===== config.mk =====
export PLATFORM = sky130hd
export DESIGN_NAME = codec_tx
export DESIGN_NICKNAME = d
export VERILOG_FILES = /design/src/rtl/codec_tx.sv
export SDC_FILE = /design/constraint.sdc
export NUM_CORES = 1
export LEC_CHECK = 0
export ABC_AREA = 1
export ABC_CLOCK_PERIOD_IN_PS = 2950
export CORE_MARGIN = 1.5
export CORE_UTILIZATION = 50
export DETAILED_ROUTE_END_ITERATION = 7
export PLACE_DENSITY = 0.8
export SETUP_SLACK_MARGIN = 0.1
export SLEW_MARGIN = 0
export SYNTH_ARGS = -nofsm -noshare
export SYNTH_HDL_FRONTEND = slang
export SYNTH_SLANG_ARGS = --single-unit

===== constraint.sdc =====
create_clock -name clk -period 2.95 [get_ports clk]
set_clock_uncertainty 0.1 [all_clocks]
set_input_delay 0.4425 -clock clk [delete_from_list [all_inputs] [get_ports clk]]
set_output_delay 0.4425 -clock clk [all_outputs]
set_load 0.01 [all_outputs]

===== src/rtl/codec_tx.sv =====
// I2S transmitter for the equalizer output: derives MCLK/SCLK/LRclk from a free-running
// counter and serialises the held left/right samples MSB-first with the one-bit I2S delay.
module codec_tx (
    input  logic        clk,
    input  logic        rst_n,
    input  logic [15:0] lft_smpl,
    input  logic [15:0] rht_smpl,
    input  logic        wrt_smpl,
    input  logic        clr_undr,
    output logic        MCLK,
    output logic        SCLK,
    output logic        LRclk,
    output logic        SDout,
    output logic        frm_strt,
    output logic        underrun,
    output logic        running
);

    typedef enum logic {
        IDLE = 1'b0,
        RUN  = 1'b1
    } state_t;

    state_t      state_reg, state_next;
    logic [9:0]  cnt_reg, cnt_next;
    logic [31:0] shft_reg, shft_next;
    logic [15:0] lft_hold_reg, lft_hold_next;
    logic [15:0] rht_hold_reg, rht_hold_next;
    logic        fresh_reg, fresh_next;
    logic        underrun_reg, underrun_next;
    logic        sdout_reg, sdout_next;

    logic        shift_ev;
    logic        load_ev;
    logic        do_load;

    assign shift_ev = (cnt_reg[4:0] == 5'h1F);
    assign load_ev  = (cnt_reg == 10'h01F);
    // In IDLE a load only happens once a sample is waiting; in RUN every frame reloads.
    assign do_load  = load_ev && ((state_reg == RUN) || fresh_reg);

    always_ff @(posedge clk) begin
        if (!rst_n) begin
            state_reg    <= IDLE;
            cnt_reg      <= 10'd0;
            shft_reg     <= 32'd0;
            lft_hold_reg <= 16'd0;
            rht_hold_reg <= 16'd0;
            fresh_reg    <= 1'b0;
            underrun_reg <= 1'b0;
            sdout_reg    <= 1'b0;
        end else begin
            state_reg    <= state_next;
            cnt_reg      <= cnt_next;
            shft_reg     <= shft_next;
            lft_hold_reg <= lft_hold_next;
            rht_hold_reg <= rht_hold_next;
            fresh_reg    <= fresh_next;
            underrun_reg <= underrun_next;
            sdout_reg    <= sdout_next;
        end
    end

    always_comb begin
        state_next    = state_reg;
        cnt_next      = cnt_reg + 10'd1;
        shft_next     = shft_reg;
        lft_hold_next = lft_hold_reg;
        rht_hold_next = rht_hold_reg;
        fresh_next    = fresh_reg;
        underrun_next = underrun_reg;
        sdout_next    = sdout_reg;

        if (clr_undr) begin
            underrun_next = 1'b0;
        end

        if (do_load) begin
            sdout_next = lft_hold_reg[15];
            shft_next  = {lft_hold_reg[14:0], rht_hold_reg, 1'b0};
            fresh_next = 1'b0;
            state_next = RUN;
            if ((state_reg == RUN) && !fresh_reg) begin
                underrun_next = 1'b1;
            end
        end else if (shift_ev && (state_reg == RUN)) begin
            sdout_next = shft_reg[31];
            shft_next  = {shft_reg[30:0], 1'b0};
        end

        // Capture comes last so a coincident load sends the old pair and the new one stays fresh.
        if (wrt_smpl) begin
            lft_hold_next = lft_smpl;
            rht_hold_next = rht_smpl;
            fresh_next    = 1'b1;
        end
    end

    assign MCLK     = cnt_reg[1];
    assign SCLK     = cnt_reg[4];
    assign LRclk    = cnt_reg[9];
    assign frm_strt = (cnt_reg == 10'h3FF);
    assign SDout    = sdout_reg;
    assign underrun = underrun_reg;
    assign running  = (state_reg == RUN);

endmodule

==> run summary, run 1 <==
Outcome = finished clean
Core Box Area = 7210 um^2
Antenna Nets Post-Route = 0
Remaining DRCs = 0
Internal power = 0.00143 W
Sw Ratio = 23.5%
Die footprint = 7950 um^2
PortBufs = 42
Setup Buffers After CTS = 0
Largest net degree at the start of global routing = 65
Clock sinks = 77
IO Pins = 43
Final setup fails = 0
Area Growth Syn to Fin = 14.7%
Cell depth of the worst hold path = 1
Clock root buffer = clkbuf_8
Switch Pwr = 0.000441 W
CP Capture Type = primary output
Vias = 3356
Clk buf depth = 2
Max Clk Rate = 380 MHz
Synth cell types = 24
Vias per cell = 4.92
CTS tree = built
TNS Setup = 0 ns
Fin crit share = 89.2%
Sequential share of the synthesized area = 41.5%
GRT Overall Usage = 22.3%
Worst Tran Pin Value = 1.04 ns
Yosys warnings = 0
Pins Over Slew Limit = 0
Reg power frac = 58.4%
TritonRoute pass-1 iters = 4
H-tree levels = 3
Synthesized area per cell = 6.70 um^2
Max_cap viols = 0
Post-CTS Hold Buffers = 0
Gate power share = 7.2%
Worst Path Class, Setup = reg2out
Post-synthesis net count = 592
CTS buffer count = 9
Row cnt = 31
Crit path max fanout = 3
Leakage = 2.12 nW
Worst-skew pair later-pin latency = 0.35 ns
VDD IR max = 0.000294 V
Final Critical Period = 2.63 ns
Slew HR = 30.9%
Hold Path Class = reg2reg
Largest register FFs = 31
Initial Util = 51.4%
DP Wirelength = 4.75 mm
CP Data Arrival Time = 2.09 ns
Die Y = 89.2 um
Core Util, Final = 59.0%
Flops & latches, synth = 77
Initial DRC count = 198
Final hold vios = 0
Antenna violations before repair = 0
Clk pwr share = 34.4%
P per Cell Area = 440 nW/um^2
Chip width = 89.2 um
Ant. Diodes = 0
Depth of the most critical reg-to-reg path = 9
Worst-path clk slew = 0.07 ns
Total grt overflow = 0
First-pass GRT wire length = 14.0 mm
Final WL = 7.92 mm
Worst path required time = 2.41 ns
Wire length per cell = 11.6 um
Cells after Synth = 554
Vias in the first global route = 3303
RSZ-0062 raised after global routing = no
Mapped Area = 3710 um^2
Fill count = 717
Layout cell share with drive strength beyond 1 = 8.06%
Final nets = 618
GP Congestion = 0.801
Post-CTS Resized = 0
Startpoint Class = flop
-- metal layers --
metal,wire (um),up-vias,GRT usage [%]
li1,-,1759,-
met1,3590,1512,26.2
met2,3790,76,39.9
met3,452,9,6.65
met4,83,0,5.03
met5,0,-,0
-- kinds of logic (layout without fill, tap and decap cells) --
logic type                 Yosys count  after routing  synth area share (%)
adders and majority gates            2              2                 0.674
and+or+nand+nor                    321            321                  38.8
buffers and inverters              111            140                  13.0
xor gates and xnor gates             2              2                 0.472
AOI/OAI and AO/OA                   41             41                  5.53
DFF                                 77             77                  41.5
-- worst paths after layout --
check / startpoint / endpoint / slack, ns
setup / recovery: cnt_reg[1]$_SDFF_PN0_ / frm_strt / 0.32
hold reg to reg: cnt_reg[0]$_SDFF_PN0_ / cnt_reg[0]$_SDFF_PN0_ / 0.35
setup reg to reg: cnt_reg[1]$_SDFF_PN0_ / shft_reg[23]$_SDFFE_PN0P_ / 0.60
hold / removal: cnt_reg[0]$_SDFF_PN0_ / cnt_reg[0]$_SDFF_PN0_ / 0.35
-- power by group through the flow --
stage / combinational (W) / sequential [W] / clock [W]
floorplan: 0.0000677 / 0.00111 / 0
global route: 0.000153 / 0.00110 / 0.000711
CTS: 0.000137 / 0.00109 / 0.000664
detailed placement: 0.000136 / 0.00112 / 0
global placement: 0.000132 / 0.00111 / 0
finish: 0.000135 / 0.00109 / 0.000644
-- final cells by class --
type	count	area (um^2)	area share, %
multi-input cells	366	1690	39.7
repair buffers	49	468	11.0
well taps	99	124	2.91
clock buffers	11	131	3.09
flip-flops and latches	77	1540	36.2
inverters	77	289	6.79
clock inverters	3	15.0	0.353
-- placed cells by master, fill, tap and decap left out, types with 3 or more instances in the layout --
cell / n
nand2_1: 139
nor2_1: 88
nand3_1: 32
a21oi_1: 6
dfxtp_1: 77
clkinv_1: 11
clkinv_2: 3
buf_4: 7
nor2_2: 19
clkbuf_8: 9
nand3_2: 3
clkdlybuf4s50_1: 41
nand4_1: 34
inv_1: 66
o21ai_0: 35
-- critical path, cell delays in order, from the launching register on --
cell             delay, ns
dfxtp_1               0.36
ha_1                  0.17
nand2_1               0.10
inv_1                 0.09
nand4_1               0.12
nor2_1                0.15
nand3_1               0.11
nor2_1                0.10
clkdlybuf4s50_1       0.54
-- synthesized netlist by cell type, drive strengths merged --
cell type,n,share of area (%)
dfxtp,77,42
a21oi,6,0.81
nand3,36,5.6
nor3,1,0.13
inv,66,6.7
ha,2,0.67
nand4,34,5.7
clkinv,11,1.1
nor2,109,13
clkbuf,13,1.3
o21ai,35,4.7
or2,1,0.17
xor2,2,0.47
nand2,140,14
buf,21,3.9
-- through the flow --
step	total power [W]	std cells	hold slack [ns]	worst slack (ns)	instance area, um^2
final	0.00187	682	0.350	0.319	4260
after global routing	0.00196	682	0.374	0.142	4260
after CTS	0.00189	682	0.351	0.293	4260
after detailed placement	0.00125	668	0.340	0.638	4110
after global placement	0.00125	668	0.327	0.722	4110
after floorplan	0.00118	554	0.317	0.813	3710
Note: power is estimated with default switching activity, not from simulation.
==> run 2: changes to the inputs <==
Settings changed: CORE_MARGIN 1.5 to 2, HOLD_SLACK_MARGIN from default to 0.06.
==> run 2 against run 1 <==
Global-route usage decreased by 2.3 points. Register-to-register slack improved by 0.04 ns. First-iteration DRC count increased by 0.51%. Maximum frequency increased by 0.72%. Combinational power about the same. Core utilization increased by 0.71 points. Highest routed layer unchanged.
==> run summary, run 2 (synthesized netlist as in run 1, its figures left out) <==
Post-CTS Resized = 0
Largest register FFs = 31
Max_cap viols = 0
Initial Util = 51.4%
Startpoint Class = flop
Hold Path Class = reg2reg
Area Growth Syn to Fin = 16.1%
Commonest non-fill, non-tap cells in the layout = 139 x nand2_1, 88 x nor2_1, 77 x dfxtp_1
Final Non-Filler Cells = 685
Die Y = 90.2 um
Post-CTS Hold Buffers = 0
Core Box Area = 7210 um^2
P per Cell Area = 463 nW/um^2
H-tree levels = 3
IO Pins = 43
Vias per cell = 4.99
Clk buf depth = 2
Slew HR = 54.5%
Die footprint = 8130 um^2
VDD IR max = 0.000235 V
Depth of the most critical reg-to-reg path = 9
Antenna Nets Post-Route = 0
Remaining DRCs = 0
Final Critical Period = 2.61 ns
PortBufs = 42
CP Capture Type = primary output
Clock sinks = 77
Largest net degree at the start of global routing = 65
Worst path required time = 2.41 ns
CTS tree = built
Fin crit share = 88.6%
Wire length per cell = 11.3 um
Worst Tran Pin Value = 0.682 ns
Final worst slack = 0.338 ns
Row cnt = 31
GP Congestion = 0.771
CTS buffer count = 9
DP Wirelength = 4.85 mm
Outcome = finished clean
Clock root buffer = clkbuf_8
Pwr Total = 0.00200 W
Crit path max fanout = 3
Worst-skew pair later-pin latency = 0.36 ns
Initial DRC count = 199
Ant. Diodes = 0
Vias in the first global route = 3137
Setup Buffers After CTS = 0
Total grt overflow = 0
Final nets = 619
Final hold vios = 0
Final setup fails = 0
CP Data Arrival Time = 2.07 ns
TNS Setup = 0 ns
RSZ-0062 raised after global routing = no
First-pass GRT wire length = 13.6 mm
Worst Path Class, Setup = reg2out
Leakage = 2.14 nW
Commonest non-fill, non-tap cell in the layout = nand2_1
Worst-path clk slew = 0.07 ns
Core Util, Final = 59.7%
Antenna violations before repair = 0
Layout cell share with drive strength beyond 1 = 8.87%
Cell depth of the worst hold path = 1
TritonRoute pass-1 iters = 4
Pins Over Slew Limit = 0
Dpl cells = 669
Max Clk Rate = 383 MHz
GRT Overall Usage = 20.0%
Chip width = 90.2 um
Final WL = 7.77 mm
Placement-stage worst setup slack = 0.680 ns
Vias = 3415
## run 2: worst paths after layout
check | slack [ns] | end | start
worst max-delay path | 0.34 | frm_strt | cnt_reg[1]$_SDFF_PN0_
worst min-delay path | 0.35 | cnt_reg[0]$_SDFF_PN0_ | cnt_reg[0]$_SDFF_PN0_
worst min register to register | 0.35 | cnt_reg[0]$_SDFF_PN0_ | cnt_reg[0]$_SDFF_PN0_
worst max register to register | 0.64 | shft_reg[6]$_SDFFE_PN0P_ | cnt_reg[1]$_SDFF_PN0_
## run 2: per-stage QoR
stage	hold WS [ns]	cell area [um^2]
floorplan	0.317	3710
global placement	0.328	4120
global route	0.379	4310
finish	0.351	4310
detailed placement	0.344	4120
CTS	0.356	4310
## run 2: critical path, cell delays in order, from the launching register on
cell             delay [ns]
dfxtp_1                0.36
ha_1                   0.17
nand2_1                0.10
inv_1                  0.09
nand4_1                0.12
nor2_1                 0.14
nand3_1                0.10
nor2_1                 0.10
clkdlybuf4s50_1        0.54
## run 2: power breakdown
part	internal (W)	total (W)	switching [W]
Clock	0.000386	0.000768	0.000382
Combinational	0.0000660	0.000135	0.0000687
Sequential	0.00107	0.00109	0.0000193
Total	0.00152	0.00200	0.000470
## run 2: metal layers
metal / vias to the layer above / GRT usage (%) / routed length [um]
met3: 11 / 6.20 / 365
met4: 0 / 5.13 / 110
met5: - / 0 / 0
li1: 1760 / - / -
met2: 68 / 35.8 / 3740
met1: 1576 / 23.0 / 3560
## run 2: layout make-up
cell class	instances	area, um^2
Clock buffer	9	124
Clock inverter	7	66.3
Multi-Input combinational cell	366	1690
Timing Repair Buffer	50	475
Tap cell	99	124
Sequential cell	77	1540
Inverter	77	289
Fill cell	723	2910
